==> config.mk <==
export PLATFORM = sky130hd
export DESIGN_NAME = complex_mult_arbiter
export DESIGN_NICKNAME = d
export VERILOG_FILES = /design/src/rtl/complex_mult_arbiter.sv
export SDC_FILE = /design/constraint.sdc
export NUM_CORES = 1
export LEC_CHECK = 0
export BUFFER_PORTS_ARGS = -buffer_cell sky130_fd_sc_hd__buf_2
export CORE_MARGIN = 1.5
export CORE_UTILIZATION = 45
export CTS_CLUSTER_DIAMETER = 60
export DETAILED_ROUTE_END_ITERATION = 10
export GPL_ROUTABILITY_DRIVEN = 0
export GPL_TIMING_DRIVEN = 0
export PLACE_DENSITY = 0.83
export SLEW_MARGIN = 40
export SYNTH_ARGS = -nofsm -noshare
export SYNTH_HDL_FRONTEND = slang
export SYNTH_SLANG_ARGS = --single-unit
==> constraint.sdc <==
create_clock -name clk -period 3.3 [get_ports clk]
set_input_delay 0.495 -clock clk [delete_from_list [all_inputs] [get_ports clk]]
set_output_delay 0.495 -clock clk [all_outputs]
set_load 0.03 [all_outputs]
==> src/rtl/complex_mult_arbiter.sv <==
// Round-robin arbiter that time-shares one complex multiplier among NR_REQ requesters,
// routes each result back to its issuer and recovers a hung multiplier via a sw_rst pulse.
module complex_mult_arbiter #(
  parameter int DATA_WIDTH = 8,
  parameter int NR_REQ     = 4,
  parameter int RES_WIDTH  = 2*DATA_WIDTH+2,
  parameter int TIMEOUT    = 64,
  parameter int ID_W       = $clog2(NR_REQ)
) (
  input  logic                           clk,
  input  logic                           rst,
  input  logic [NR_REQ-1:0]              req_val,
  input  logic [NR_REQ*4*DATA_WIDTH-1:0] req_data,
  output logic [NR_REQ-1:0]              req_ready,
  output logic [NR_REQ-1:0]              rsp_val,
  output logic [2*RES_WIDTH-1:0]         rsp_data,
  output logic                           rsp_err,
  output logic                           op_val,
  input  logic                           op_ready,
  output logic [4*DATA_WIDTH-1:0]        op_data,
  input  logic                           res_val,
  input  logic [2*RES_WIDTH-1:0]         res_data,
  output logic                           sw_rst,
  output logic                           busy,
  output logic [ID_W-1:0]                grant_id
);

  localparam int OPW = 4*DATA_WIDTH;
  localparam int TW  = $clog2(TIMEOUT+1);

  typedef enum logic [1:0] {IDLE, ISSUE, WAIT_RES} state_t;

  state_t                 state_q, state_d;
  logic [TW-1:0]          timer_q, timer_d;
  logic [ID_W-1:0]        last_q, last_d;
  logic [ID_W-1:0]        grant_d;
  logic                   op_val_d;
  logic [OPW-1:0]         op_data_d;
  logic [NR_REQ-1:0]      req_ready_d, rsp_val_d;
  logic [2*RES_WIDTH-1:0] rsp_data_d;
  logic                   rsp_err_d, sw_rst_d;

  logic                   found;
  logic [ID_W-1:0]        win;
  logic [ID_W:0]          idx;
  logic                   timed_out;

  // Rotating priority: scan upward from the slot after the last completed grant.
  always_comb begin
    found = 1'b0;
    win   = '0;
    idx   = '0;
    for (int i = 1; i <= NR_REQ; i++) begin
      idx = {1'b0, last_q} + (ID_W+1)'(i);
      if (idx >= (ID_W+1)'(NR_REQ))
        idx = idx - (ID_W+1)'(NR_REQ);
      if (!found && req_val[idx[ID_W-1:0]]) begin
        found = 1'b1;
        win   = idx[ID_W-1:0];
      end
    end
  end

  assign timed_out = (timer_q == TW'(TIMEOUT-1));
  assign busy      = (state_q != IDLE);

  always_comb begin
    state_d     = state_q;
    timer_d     = timer_q;
    last_d      = last_q;
    grant_d     = grant_id;
    op_val_d    = op_val;
    op_data_d   = op_data;
    req_ready_d = '0;
    rsp_val_d   = '0;
    rsp_data_d  = rsp_data;
    rsp_err_d   = rsp_err;
    sw_rst_d    = 1'b0;
    case (state_q)
      IDLE: begin
        if (found) begin
          req_ready_d = NR_REQ'(1) << win;
          op_data_d   = req_data[int'(win)*OPW +: OPW];
          op_val_d    = 1'b1;
          grant_d     = win;
          timer_d     = '0;
          state_d     = ISSUE;
        end
      end
      ISSUE: begin
        timer_d = timer_q + TW'(1);
        if (timed_out) begin
          sw_rst_d   = 1'b1;
          op_val_d   = 1'b0;
          rsp_val_d  = NR_REQ'(1) << grant_id;
          rsp_data_d = '0;
          rsp_err_d  = 1'b1;
          last_d     = grant_id;
          state_d    = IDLE;
        end else if (op_ready) begin
          op_val_d = 1'b0;
          state_d  = WAIT_RES;
        end
      end
      WAIT_RES: begin
        timer_d = timer_q + TW'(1);
        // A result landing on the timeout cycle still counts as a success.
        if (res_val) begin
          rsp_val_d  = NR_REQ'(1) << grant_id;
          rsp_data_d = res_data;
          rsp_err_d  = 1'b0;
          last_d     = grant_id;
          state_d    = IDLE;
        end else if (timed_out) begin
          sw_rst_d   = 1'b1;
          op_val_d   = 1'b0;
          rsp_val_d  = NR_REQ'(1) << grant_id;
          rsp_data_d = '0;
          rsp_err_d  = 1'b1;
          last_d     = grant_id;
          state_d    = IDLE;
        end
      end
      default: state_d = IDLE;
    endcase
  end

  always_ff @(posedge clk or posedge rst) begin
    if (rst) begin
      state_q   <= IDLE;
      timer_q   <= '0;
      last_q    <= ID_W'(NR_REQ-1);
      grant_id  <= '0;
      op_val    <= 1'b0;
      op_data   <= '0;
      req_ready <= '0;
      rsp_val   <= '0;
      rsp_data  <= '0;
      rsp_err   <= 1'b0;
      sw_rst    <= 1'b0;
    end else begin
      state_q   <= state_d;
      timer_q   <= timer_d;
      last_q    <= last_d;
      grant_id  <= grant_d;
      op_val    <= op_val_d;
      op_data   <= op_data_d;
      req_ready <= req_ready_d;
      rsp_val   <= rsp_val_d;
      rsp_data  <= rsp_data_d;
      rsp_err   <= rsp_err_d;
      sw_rst    <= sw_rst_d;
    end
  end

endmodule

; ---- After elaboration in Yosys (flattened, before gate mapping)
; Index checks and enable logic that the tools add are counted.
[totals]
register_bits = 92
inputBits = 172
out_inout_bits = 82
elab_cells = 106
[op_classes]
n_addsub = 9
magnitude_cmp = 8
eq_ne = 8
shifts = 3
mux = 51
n_reduce_logical = 16
[ops]
columns = op, n
row1 = $shiftx A128 B8 Y32, 1
row2 = $mux W36, 2
row3 = $pmux W36 S2, 1
row4 = $mux W2, 15
row5 = $mux W1, 17
row6 = $mux W4, 4
row7 = $pmux W7 S2, 1
row8 = $ge A3 B3 Y1 const B, 4
row9 = $lt A2 B3 Y1 const B, 4
row10 = $bmux W1 S2, 4
row11 = $pmux W4 S2, 1
row12 = $shl A1 B2 Y4 const A, 2
row13 = $sub A2 B1 Y2 const B, 4
row14 = $add A7 B1 Y7 const B, 1
row15 = $eq A7 B6 Y1 const B, 1
row16 = $mux W7, 1
row17 = $add A2 B2 Y3 const B, 2
row18 = $ne A2 B2 Y1 const B, 3
row19 = $ne A3 B3 Y1 const B, 2
row20 = $pmux W2 S3, 1
row21 = $reduce_bool A2 Y1, 3
row22 = $reduce_and A5 Y1, 1
row23 = $pmux W1 S2, 2
row24 = $pmux W2 S2, 1
row25 = 12 further kinds, 17

; ---- Longest topological paths before layout
[depth]
ltp_word = 18
mapped_depth = 8
mapped_depth_nobuf = 6

; ---- Worst setup path before layout
; OpenSTA, ideal clock, no wires.
[synth_timing]
path_type = register to register
from = register state_q[0]
to = register timer_q[5]
setup_time_ns = 0.077
arrival_ns = 1.839
t_required_ns = 3.223
slack_ns = 1.384
stages_incl_launch_ff = 8
cell_sequence = dfrtp_1 -> inv_1 -> ha_1 -> buf_2 -> inv_1 -> mux2_4 -> or4_1 -> a21oi_1
[synth_between]
elab_chain_cells = 4
elab_cells_between_ends = 8
classes_between = eq/ne: 3 / mux: 1 / reduce/logical: 4
[synth_lines]
columns = element, line_no
row1 = from (decl), 33  ; state_t state_q, state_d;
row2 = from (signal assigned), 142  ; state_q <= state_d;
row3 = $eq A2 B2 Y1 / $eq A2 B1 Y1 (equally long branches), 79  ; case (state_q)
row4 = $reduce_or A2 Y1 (no line), n/a
row5 = $reduce_bool A2 Y1 (no line), n/a
row6 = $reduce_and A2 Y1 (no line), n/a
row7 = to (signal assigned), 143  ; timer_q <= timer_d;
row8 = to (decl), 34  ; logic [TW-1:0] timer_q, timer_d;
; Several ways; a longest one is shown, not always the timed one.
; A chain may end at the register's enable or synchronous reset.

; ---- Worst setup path in the final report
[layout_timing]
from = register state_q[0]
to = register op_data[0]
[layout_between]
elab_chain_cells = 2
[layout_lines]
columns = element, line_no
row1 = $logic_not A2 Y1, 79
row2 = $reduce_and A2 Y1 (no line), n/a
row3 = to (signal assigned), 147  ; op_data <= op_data_d;
row4 = to (decl), 20  ; output logic [4*DATA_WIDTH-1:0] op_data,
; Every way passes these cells.

==> run_results.csv <==
group,metric,value,unit
outcome,status,"complete, no violations",
clock_tree,postCtsSetupBuffers,0,
route,wl_per_cell,17.2,um
global_route,gr-total-overflow,0,
timing,slew_headroom,57.7,%
finish,area_growth,35.7,%
setup_path,arrival,2680,ps
finish,utilization,63.6,%
global_route,grt_pass1_vias,5040,
synth,yosysTopAreaCell,"dfrtp_1",
synth,ys.flop_type,"dfrtp_1",
finish,nNetsFinal,911,
synth,ys_ff_latch,92,
synth,syn_nets,647,
timing,worst_pin_slew,632,ps
timing,hold_viol,0,
setup_path,cp.required,3590,ps
pwr,swShare,49.2,%
global_route,grt_max_degree,56,
synth,syn_avg_cell_area,9.85,um2
route,drtAntennaViolNets,0,
pwr,combPwrFrac,55.8,%
clock_tree,cts_max_level,3,
clock_tree,root_buffer,"clkbuf_8",
timing,max_freq,418,MHz
route,vias_per_cell,5.65,
pwr,power.share.clock,12.6,%
clock_tree,cts_sinks,92,
pwr,p_leak,3.11,nW
hold_path,hold_path.class,"in2async",
timing,worst_clock_skew,17.5,ps
die,ioPinCount,254,
clock_tree,clk_latency,370,ps
finish,final_area,0.00628,mm2
synth,yosys-top-cells-area,"dfrtp_1, a22o_1, a221oi_1",
clock_tree,clkTransAtPathRegs,110,ps
route,first_pass_iters,5,
die,row_count,36,
clock_tree,post_cts_resized,0,
die,fp.dieH,104,um
timing,min_period,2390,ps
placement,post_dp_cell_area,0.00608,mm2
synth,yosysMostFrequentCell,"dfrtp_1",
synth,synth_edf_count,0,
route,drtIter0Drc,292,
setup_path,path_class,"reg2reg",
pwr,switchingPower,2.94,mW
global_route,antenna_found_initial,1,
route,vias,4929,
global_route,grt_first_pass_wirelength,24200,um
synth,synth_common_cells,"dfrtp_1, o21ai_0, nor2_1",
pwr,p_seq_share,31.7,%
timing,post-route-period-util,72.5,%
synth,synth.distinct_cells,43,
clock_tree,ctsLongestPathBuffers,2,
pwr,p_int,3.04,mW
pwr,p_per_area,952,mW/mm2
global_route,grt_usage,27.6,%
setup_path,worst-path-max-fanout,10,
setup_path,cp-start-kind,"flip-flop",
clock_tree,cts_tree,"done",
die,core-area,0.00986,mm2
setup_path,slowest_delay,540,ps
timing,maxSlewViolCount,0,
die,dieArea,0.0109,mm2
synth,synthArstFlopShare,100,%
clock_tree,holdBufCountCts,0,
clock_tree,cts_buffers,9,
synth,yosysWarnings,0,
pwr,vdd_ir_drop_max,0.435,mV
die,die_w,104,um
route,post-route-drc-count,0,
job,cap_violations,0,
die,start_util,46.9,%
setup_path,slowest_stage,"clkbuf_1",
synth,syn_area,0.00463,mm2
synth,synth_cells,470,
placement,hpwl,11500,um
synth,synth_top_area_share,48.7,%
synth,synth_seq_area_share,49.8,%
timing,grt_setup_unrepaired,"no",
placement,portBuffers,252,
setup_path,path_cells,"inv_1, ha_1, inv_1, nor2_1, clkbuf_1, nor2_1, a31oi_1",
setup_path,crit_path_end_kind,"flip-flop",
finish,drive_gt1_share,40.1,%
route,wl,15000,um
timing,setup_viol,0,
cells by family after synthesis:
| group | Yosys count | share of synthesized area [%] |
|---|---|---|
| and+or+nand+nor | 147 | 16.2 |
| adders and majority gates | 5 | 1.35 |
| DFF | 92 | 49.8 |
| muxes | 4 | 1.03 |
| buffers and inverters | 53 | 5.22 |
| AOI/OAI and AO/OA | 169 | 26.4 |
worst paths after layout:
check                                             start                        to  slack, ps  depth (start not counted)
worst max-delay path             state_q[0]$_DFFE_PP0P_    op_data[0]$_DFFE_PP0P_        910                          7
worst min-delay path                                rst   rsp_data[9]$_DFFE_PP0N_        160                          2
worst max register to register   state_q[0]$_DFFE_PP0P_    op_data[0]$_DFFE_PP0P_        910                          7
worst min register to register  rsp_data[0]$_DFFE_PP0N_   rsp_data[0]$_DFFE_PP0N_        500                          1
max in group asynchronous                           rst     last_q[1]$_DFFE_PP1N_       2500                          3
min in group clk                           res_data[19]  rsp_data[19]$_DFFE_PP0N_        340                          2
cells in the final DEF, fill, tap and decap left out, types with 2 or more instances in the layout:
cell,count
clkbuf_8,9
o211a_1,2
ha_1,5
mux2_2,2
a21oi_1,10
nand2b_1,5
and2_1,33
a31oi_1,32
clkbuf_1,26
nor2_1,41
dfstp_2,2
dfrtp_1,90
clkinvlp_4,2
buf_2,259
nand3_1,36
inv_8,2
o21ai_0,43
inv_1,10
buf_4,7
and3_1,3
nor2b_1,3
a221oi_1,33
nand2_1,13
a22o_1,36
inv_6,2
nor3_1,6
o21ai_1,2
or2_2,3
worst max-delay path, delay by kind of cell (launching register included):
family	cells	cell delay, ps
AO/OA/AOI/OAI	1	190
adder cells (fa/ha/maj)	1	310
buffers and inverters	3	780
flip-flops	1	420
AND/OR/NAND/NOR	2	610
metal layers:
metal | GRT usage, % | vias up | part of all wire (%)
met2 | 47.0 | 280 | 50
met1 | 33.6 | 2322 | 39
met4 | 14.4 | 0 | 3.7
met3 | 4.51 | 43 | 7.7
li1 | - | 2284 | -
met5 | 0 | - | 0
state kept, by name (all words and copies together) (netlist names), 2 cells and up:
register and cells:
rsp_data 36, timer_q 7, rsp_val 4, op_data 32
last_q 2, grant_id 2, req_ready 4, state_q 2
metrics by stage:
step	hold slack [ps]	std cells	power (mW)	setup WS (ps)	setup TNS, ps
6_report	157	873	5.98	909	0
5_1_grt	198	873	6.35	692	0
4_1_cts	169	872	5.98	940	0
3_5_place_dp	478	856	5.22	958	0
3_3_place_gp	479	855	5.12	-576	-51390
2_1_floorplan	485	470	4.19	416	0
cell type report:
cell class              count  area, um2
diodes                      1       2.50
plain buffers              42        200
clock buffers               9        124
clock inverters             7       71.3
fillers                   861       3590
inverters                  11       46.3
multi-input cells         325       2080
flip-flops and latches     92       2300
well taps                 133        166
repair buffers            253       1280
power by group through the flow:
| stage | clock (mW) | combinational, mW | sequential, mW |
|---|---|---|---|
| 2_1_floorplan | 0 | 1.45 | 2.75 |
| 3_3_place_gp | 0 | 3.24 | 1.88 |
| 3_5_place_dp | 0 | 3.31 | 1.91 |
| 4_1_cts | 0.767 | 3.32 | 1.89 |
| 5_1_grt | 0.815 | 3.58 | 1.95 |
| 6_report | 0.752 | 3.33 | 1.89 |
Power figures use the tool's default switching activity.
